$ cat config.mk
export PLATFORM = sky130hd
export DESIGN_NAME = psum_deskew_collector
export DESIGN_NICKNAME = d
export VERILOG_FILES = /design/src/rtl/psum_deskew_collector.sv
export SDC_FILE = /design/constraint.sdc
export NUM_CORES = 1
export LEC_CHECK = 0
export CORE_UTILIZATION = 53
export CTS_CLUSTER_SIZE = 25
export DETAILED_ROUTE_END_ITERATION = 8
export HOLD_SLACK_MARGIN = 0.1
export PLACE_DENSITY = 0.78
export SLEW_MARGIN = 40
export SYNTH_ARGS = -nofsm -noshare
export SYNTH_HDL_FRONTEND = slang
export SYNTH_SLANG_ARGS = --single-unit
$ cat constraint.sdc
create_clock -name CLK -period 12.2 [get_ports CLK]
set_clock_uncertainty 0.1 [all_clocks]
set_input_delay 2.44 -clock CLK [delete_from_list [all_inputs] [get_ports CLK]]
set_output_delay 2.44 -clock CLK [all_outputs]
set_load 0.05 [all_outputs]
$ cat src/rtl/psum_deskew_collector.sv
// Deskews the staggered bottom-row psums of the systolic array into aligned
// rows, then buffers them in a small FIFO drained over a valid/ready stream.
module psum_deskew_collector #(
   parameter int unsigned COLS                   = 4,
   parameter int unsigned ACCUMULATOR_DATA_WIDTH = 32,
   parameter int unsigned DEPTH                  = 4
) (
   input  logic                                   CLK,
   input  logic                                   SYNC_RST,
   input  logic                                   IN_VALID,
   input  logic [COLS*ACCUMULATOR_DATA_WIDTH-1:0] PSUM_IN,
   output logic                                   OUT_VALID,
   input  logic                                   OUT_READY,
   output logic [COLS*ACCUMULATOR_DATA_WIDTH-1:0] OUT_DATA,
   output logic [$clog2(DEPTH):0]                 COUNT,
   output logic                                   BUSY,
   output logic                                   OVERFLOW
);

   localparam int unsigned W  = ACCUMULATOR_DATA_WIDTH;
   localparam int unsigned RW = COLS * W;
   localparam int unsigned AW = $clog2(DEPTH);
   localparam int unsigned CW = AW + 1;

   logic          wv;           // aligned row arrives at the FIFO this cycle
   logic          in_flight_d;  // next value of the OR of delayed-valid bits
   logic [RW-1:0] aligned;      // row with every lane lined up to column COLS-1

   // Valid delay line: COLS-1 free-running stages, none when COLS==1
   if (COLS > 1) begin : g_vld
      logic [COLS-2:0] vld_q;
      logic [COLS-2:0] vld_d;

      // Shift IN_VALID in at the bottom; the top bit is the write-valid
      always_comb begin
         vld_d = (vld_q << 1) | (COLS-1)'(IN_VALID);
      end

      // Delay-line register
      always_ff @(posedge CLK) begin
         if (SYNC_RST) vld_q <= '0;
         else          vld_q <= vld_d;
      end

      assign wv          = vld_q[COLS-2];
      assign in_flight_d = |vld_d;
   end else begin : g_novld
      assign wv          = IN_VALID;
      assign in_flight_d = 1'b0;
   end

   // Per-lane delay: lane k waits COLS-1-k cycles so all lanes meet lane COLS-1
   for (genvar k = 0; k < COLS; k++) begin : g_lane
      localparam int unsigned D = COLS - 1 - k;
      if (D == 0) begin : g_pass
         assign aligned[k*W +: W] = PSUM_IN[k*W +: W];
      end else begin : g_dly
         logic [W-1:0] pipe_q [D];

         // Lane shift register, no stall
         always_ff @(posedge CLK) begin
            if (SYNC_RST) begin
               for (int i = 0; i < int'(D); i++) pipe_q[i] <= '0;
            end else begin
               pipe_q[0] <= PSUM_IN[k*W +: W];
               for (int i = 1; i < int'(D); i++) pipe_q[i] <= pipe_q[i-1];
            end
         end

         assign aligned[k*W +: W] = pipe_q[D-1];
      end
   end

   logic [RW-1:0] mem_q [DEPTH];
   logic [AW-1:0] wr_ptr_q, wr_ptr_d;
   logic [AW-1:0] rd_ptr_q, rd_ptr_d;
   logic [CW-1:0] count_q, count_d;
   logic [RW-1:0] head_q, head_d;
   logic          valid_q, valid_d;
   logic          busy_q, busy_d;
   logic          ovf_q, ovf_d;
   logic          rd_en, wr_en;

   // FIFO control and next-state of the registered output view
   always_comb begin
      rd_en    = valid_q && OUT_READY;
      wr_en    = wv && ((count_q < CW'(DEPTH)) || rd_en);
      wr_ptr_d = wr_en ? wr_ptr_q + AW'(1) : wr_ptr_q;
      rd_ptr_d = rd_en ? rd_ptr_q + AW'(1) : rd_ptr_q;
      count_d  = count_q;
      case ({wr_en, rd_en})
         2'b10:   count_d = count_q + CW'(1);
         2'b01:   count_d = count_q - CW'(1);
         default: count_d = count_q;
      endcase
      ovf_d   = ovf_q | (wv & ~wr_en);
      valid_d = (count_d != '0);
      busy_d  = in_flight_d | valid_d;
      // Head after this edge: the incoming row if the FIFO ends up holding
      // only it, otherwise the stored entry at the (possibly advanced) read pointer
      head_d  = '0;
      if (valid_d) begin
         if ((count_q == '0) || (rd_en && (count_q == CW'(1)))) head_d = aligned;
         else                                                   head_d = mem_q[rd_ptr_d];
      end
   end

   // FIFO storage, pointers and status registers
   always_ff @(posedge CLK) begin
      if (SYNC_RST) begin
         for (int i = 0; i < int'(DEPTH); i++) mem_q[i] <= '0;
         wr_ptr_q <= '0;
         rd_ptr_q <= '0;
         count_q  <= '0;
         head_q   <= '0;
         valid_q  <= 1'b0;
         busy_q   <= 1'b0;
         ovf_q    <= 1'b0;
      end else begin
         if (wr_en) mem_q[wr_ptr_q] <= aligned;
         wr_ptr_q <= wr_ptr_d;
         rd_ptr_q <= rd_ptr_d;
         count_q  <= count_d;
         head_q   <= head_d;
         valid_q  <= valid_d;
         busy_q   <= busy_d;
         ovf_q    <= ovf_d;
      end
   end

   assign OUT_VALID = valid_q;
   assign OUT_DATA  = head_q;
   assign COUNT     = count_q;
   assign BUSY      = busy_q;
   assign OVERFLOW  = ovf_q;

endmodule

==> results.sh, run 1 <==
export IMPL_multiInputGateArea_um2=12270
export IMPL_place_gp_congestion=0.7330
export IMPL_initial_core_util=0.5367
export IMPL_synth_seq_cells=845
export IMPL_p_leak_nw=15.73
export IMPL_ys_types=38
export IMPL_required_ns=12.57
export IMPL_grt_overflow=0
export IMPL_nets=3427
export IMPL_drcViolationCount=0
export IMPL_ys_top_cells_by_area="edfxtp_1 (43%), dfxtp_1 (18%), nor2_1 (4.1%), mux2_2 (4.0%), o311a_1 (3.5%)"
export IMPL_final_area_um2=41890
export IMPL_grt_pass1_wl_um=134400
export IMPL_htreeDepth=3
export IMPL_setup_viol=0
export IMPL_avgSynthCellArea_um2=11.34
export IMPL_grt_pass1_vias=24030
export IMPL_fin_hold_ws_ns=0.3307
export IMPL_power_density_nw_per_um2=150.5
export IMPL_ir_drop_uv=96.00
export IMPL_finalMaxSlewViolations=0
export IMPL_io_pins=266
export IMPL_path_clk_slew_ns=0.06
export IMPL_routed_wirelength_um=87460
export IMPL_post_place_ws_ns=4.720
export IMPL_grt_start_max_net_pins=233
export IMPL_dieWidth_um=263.0
export IMPL_dp_hpwl_um=46630
export IMPL_yosysTopAreaCell="edfxtp_1"
export IMPL_cts_tree="yes"
export IMPL_synth_nets=3323
export IMPL_cap_violations=0
export IMPL_outcome="finished, final reports clean"
export IMPL_critPathMaxFanout=174
export IMPL_portBuffers=265
export IMPL_synth_edf_count=512
export IMPL_async_flop_share=0
export IMPL_row_count=95
export IMPL_yosysMostFrequentCell="edfxtp_1"
export IMPL_path_class="in2reg"
export IMPL_postRouteAntennaNets=0
export IMPL_syn_inst=3184
export IMPL_synth_common_cells="edfxtp_1 (512), nor2_1 (391), dfxtp_1 (333)"
export IMPL_grtUsageTotal=0.2492
export IMPL_final_layout_size_suffix_gt1_frac=0.1230
export IMPL_placed_area_um2=39060
export IMPL_max_slew_margin_rel=0.4365
export IMPL_hold_viol_final=0
export IMPL_rsz0062_at_grt="no"
export IMPL_syn_area_um2=36110
export IMPL_holdCritPathClass="reg2reg"
export IMPL_coreArea_um2=67280
export IMPL_yosys_warnings=0
export IMPL_post_drt_via_cell_ratio=5.837
export IMPL_final_min_clock_period_ns=6.907
export IMPL_ys_flop_type="edfxtp_1"
export IMPL_placedCellCount=4072
export IMPL_max_freq_mhz=144.8
export IMPL_cp_arrival_ns=7.28
export IMPL_syn2layout_area_growth_pct=16.01
export IMPL_start_kind="primary input"
export IMPL_die_h_um=263.0
export IMPL_period_share=0.5662
export IMPL_nFillCells=5242
export IMPL_cts_max_path_buffers=3
export IMPL_cts_buffers=84
export IMPL_tns_ns=0
export IMPL_cts_hold_fix_buffers=0
export IMPL_cts_resized=0
export IMPL_yosysSeqAreaShare=0.6105
export IMPL_yosysTopAreaCellShare=0.4258
export IMPL_tightest_slew_ns=0.8452
export IMPL_die_area_um2=69170
export IMPL_num_vias=24700
export IMPL_fin_cells=4232
export IMPL_fin_ws_ns=5.293
export IMPL_wl_per_cell_um=20.67
export IMPL_ff_latch_area_um2=22050
export IMPL_drtIter0Drc=2142
export IMPL_cts_setup_buffers=0
export IMPL_crit_path_end_kind="register"
export IMPL_clockRootBuffer="clkbuf_16"
export IMPL_antenna_found_initial=1
export IMPL_clock_sinks=845
export IMPL_insertion_delay_ns=0.63
export IMPL_firstDrtPassIters=6
cell usage in the layout, fill, tap and decap left out, types with 90 or more instances in the layout:
cell             instances
o311a_1                127
nand2_1                257
clkdlybuf4s50_1        264
clkbuf_16               90
and2_1                 129
nor2b_1                196
a21oi_2                 99
nor2_1                 389
inv_1                  140
nand3b_1               128
a211oi_1               128
dfxtp_1                331
nor3_1                 129
mux2_2                 128
edfxtp_1               512
o221ai_1               127
cell families after synthesis:
group           synth area share
xor+xnor               0.0007279
mux                      0.03992
simple gates              0.1706
compound gates            0.1237
fa+ha+maj               0.002426
flops                     0.6105
buf+inv                  0.05222
flip-flops by register name, indices dropped and copies added, names as in the netlist:
register and flops:
mem_q 512, wr_ptr_q 2, OUT_VALID 1, rd_ptr_q 2, g_vld.vld_q 3, OUT_DATA 128, COUNT 3, g_lane.g_dly.pipe_q 192
OVERFLOW 1, BUSY 1
power by group:
group          leakage [nW]  switching [mW]  internal, mW
clock                  1.35            1.07          1.47
sequential             8.00          0.0498          3.13
combinational          6.38           0.396         0.188
total                  15.7            1.51          4.79
layout make-up:
cell class / count / share of cell area
flip-flops and latches: 845 / 0.5264
multi-input cells: 1906 / 0.2929
clock inverters: 24 / 0.004062
diodes: 1 / 0.00005974
well taps: 873 / 0.02608
clock buffers: 132 / 0.06135
repair buffers: 310 / 0.07623
inverters: 141 / 0.01293
through the flow:
step | utilization | total power, mW
global placement | 0.5783 | 3.801
CTS | 0.6212 | 6.336
detailed placement | 0.5805 | 3.819
finish | 0.6226 | 6.305
global route | 0.6226 | 6.493
floorplan | - | 3.632
path summary, 6_finish.rpt:
kind | slack, ns | cells after the start | start | to
max | 5.29 | 13 | OUT_READY | OUT_DATA[79]
min | 0.33 | 1 | g_lane[1].g_dly.pipe_q[0][8] | g_lane[1].g_dly.pipe_q[0][40]
max reg2reg | 7.23 | 12 | OUT_VALID | OUT_DATA[79]
min reg2reg | 0.33 | 1 | g_lane[1].g_dly.pipe_q[0][8] | g_lane[1].g_dly.pipe_q[0][40]
worst max-delay path: stages:
cell,delay (ns)
clkdlybuf4s50_1,0.51
nand2_8,0.53
clkinv_8,0.69
o21ai_2,0.77
inv_1,0.19
ha_1,0.29
inv_1,0.07
o22ai_1,0.06
o311ai_1,0.32
and3_4,0.33
buf_12,0.25
buf_4,0.62
a21oi_1,0.10
per-layer routing:
metal | global-route usage | vias to the layer above | part of all wire
li1 | - | 11580 | -
met1 | 0.3209 | 12060 | 0.40
met2 | 0.4247 | 901 | 0.50
met3 | 0.03639 | 155 | 0.070
met4 | 0.09704 | 0 | 0.030
met5 | 0 | - | 0
Note: power is estimated with default switching activity, not from simulation.
==> run 2: changes to the inputs <==
clock period = 5.7 ns   (was 12.2 ns; I/O delays follow)
==> results.sh, run 2 (same netlist as run 1, synthesis figures left out) <==
export IMPL_outcome="finished, final reports clean"
export IMPL_row_count=95
export IMPL_syn2layout_area_growth_pct=16.85
export IMPL_insertion_delay_ns=0.64
export IMPL_ir_drop_uv=193.7
export IMPL_portBuffers=265
export IMPL_crit_path_end_kind="register"
export IMPL_wl_per_cell_um=20.57
export IMPL_cts_max_path_buffers=3
export IMPL_tightest_slew_ns=0.8450
export IMPL_grt_start_max_net_pins=172
export IMPL_grt_pass1_vias=24490
export IMPL_grtUsageTotal=0.2497
export IMPL_post_place_ws_ns=1.008
export IMPL_cts_buffers=84
export IMPL_layout_commonest_cell="edfxtp_1"
export IMPL_coreArea_um2=67280
export IMPL_period_share=0.7089
export IMPL_total_power_mw=13.69
export IMPL_dp_hpwl_um=45620
export IMPL_grt_overflow=0
export IMPL_final_min_clock_period_ns=4.041
export IMPL_die_area_um2=69170
export IMPL_io_pins=266
export IMPL_regMostFlops="mem_q"
export IMPL_post_drt_via_cell_ratio=5.824
export IMPL_cts_resized=0
export IMPL_fin_util=0.6271
export IMPL_ff_latch_area_um2=22050
export IMPL_die_h_um=263.0
export IMPL_routed_wirelength_um=87230
export IMPL_hold_viol_final=0
export IMPL_drcViolationCount=0
export IMPL_firstDrtPassIters=6
export IMPL_critPathSlowestCell="clkdlybuf4s50_1"
export IMPL_antenna_found_initial=2
export IMPL_nFillCells=5169
export IMPL_fin_ws_ns=1.659
export IMPL_initial_core_util=0.5367
export IMPL_largest_reg_flops=512
export IMPL_clock_sinks=845
export IMPL_cap_violations=0
export IMPL_final_area_um2=42190
export IMPL_min_from="g_lane[0].g_dly.pipe_q[0][61]"
export IMPL_finalMaxSlewViolations=0
export IMPL_rsz0062_at_grt="no"
export IMPL_grt_pass1_wl_um=135400
export IMPL_max_freq_mhz=247.5
export IMPL_cp_common_cell="buf_12"
export IMPL_required_ns=6.10
export IMPL_place_gp_congestion=0.7699
export IMPL_htreeDepth=3
export IMPL_cp_arrival_ns=4.45
export IMPL_nets=3433
export IMPL_cts_tree="yes"
export IMPL_start_kind="primary input"
export IMPL_clockRootBuffer="clkbuf_16"
export IMPL_num_vias=24700
export IMPL_max_stage_delay_ns=0.58
export IMPL_dieWidth_um=263.0
export IMPL_multiInputGateArea_um2=12280
export IMPL_p_leak_nw=15.85
export IMPL_path_cells="clkdlybuf4s50_1, nand2_8, clkinv_8, buf_12, ha_1, o311ai_1, and3_4, buf_12, o21ai_2"
export IMPL_path_class="in2reg"
export IMPL_startpoint="OUT_READY"
export IMPL_postRouteAntennaNets=0
export IMPL_power_density_nw_per_um2=324.6
export IMPL_placed_area_um2=39370
export IMPL_most_common_layout_cells="edfxtp_1 (512), nor2_1 (389), dfxtp_1 (331)"
export IMPL_max_slew_margin_rel=0.4367
export IMPL_drtIter0Drc=2256
export IMPL_holdCritPathClass="reg2reg"
export IMPL_fin_hold_ws_ns=0.3135
export IMPL_critPathMaxFanout=171
export IMPL_worstReg2RegStart="OUT_VALID"
export IMPL_setup_viol=0
export IMPL_path_clk_slew_ns=0.06
export IMPL_cts_hold_fix_buffers=0
export IMPL_final_layout_size_suffix_gt1_frac=0.1242
export IMPL_cts_setup_buffers=0
## run 2: cell types whose count changed in the layout (fill, tap and decap cells not counted), sizes merged
cell | before | now
clkinv | 17 | 22
inv | 147 | 146
buf | 45 | 50
clkbuf | 133 | 123
bufinv | 1 | 8
clkinvlp | 0 | 1
diode | 1 | 2
## run 2: metrics by stage
stage	TNS, ns	cells
2_1_floorplan	-546.61	3184
3_3_place_gp	0	4074
3_5_place_dp	0	4081
4_1_cts	0	4238
5_1_grt	0	4240
6_report	0	4240
## run 2: power breakdown
group	switching (mW)	internal, mW
Sequential	0.108	6.70
Clock	2.30	3.31
Combinational	0.851	0.429
## run 2: metal layers
metal / routed length [µm] / vias up / part of all wire / global-route usage
li1: - / 11590 / - / -
met1: 35350 / 12050 / 0.41 / 0.3119
met2: 43200 / 908 / 0.50 / 0.4281
met3: 5767 / 151 / 0.066 / 0.04247
met4: 2910 / 0 / 0.033 / 0.1059
met5: 0 / - / 0 / 0
## run 2: path summary, 6_finish.rpt
kind	end	slack (ns)	cells after the start
worst max-delay path	BUSY	1.66	9
worst min-delay path	g_lane[0].g_dly.pipe_q[0][93]	0.31	1
worst max register to register	BUSY	2.29	8
worst min register to register	g_lane[0].g_dly.pipe_q[0][93]	0.31	1
## run 2: final cells by class
cell class	count	area share
flip-flops and latches	845	0.5226
repair buffers	316	0.08105
multi-input cells	1906	0.2910
inverters	141	0.01284
well taps	873	0.02589
clock buffers	121	0.05700
clock inverters	36	0.009461
diodes	2	0.0001186
## run 2: worst max-delay path, delay by kind of cell
family          cells  cell delay, ns
buf+inv             4            1.59
compound gates      2            0.49
fa+ha+maj           1            0.42
simple gates        2            0.70
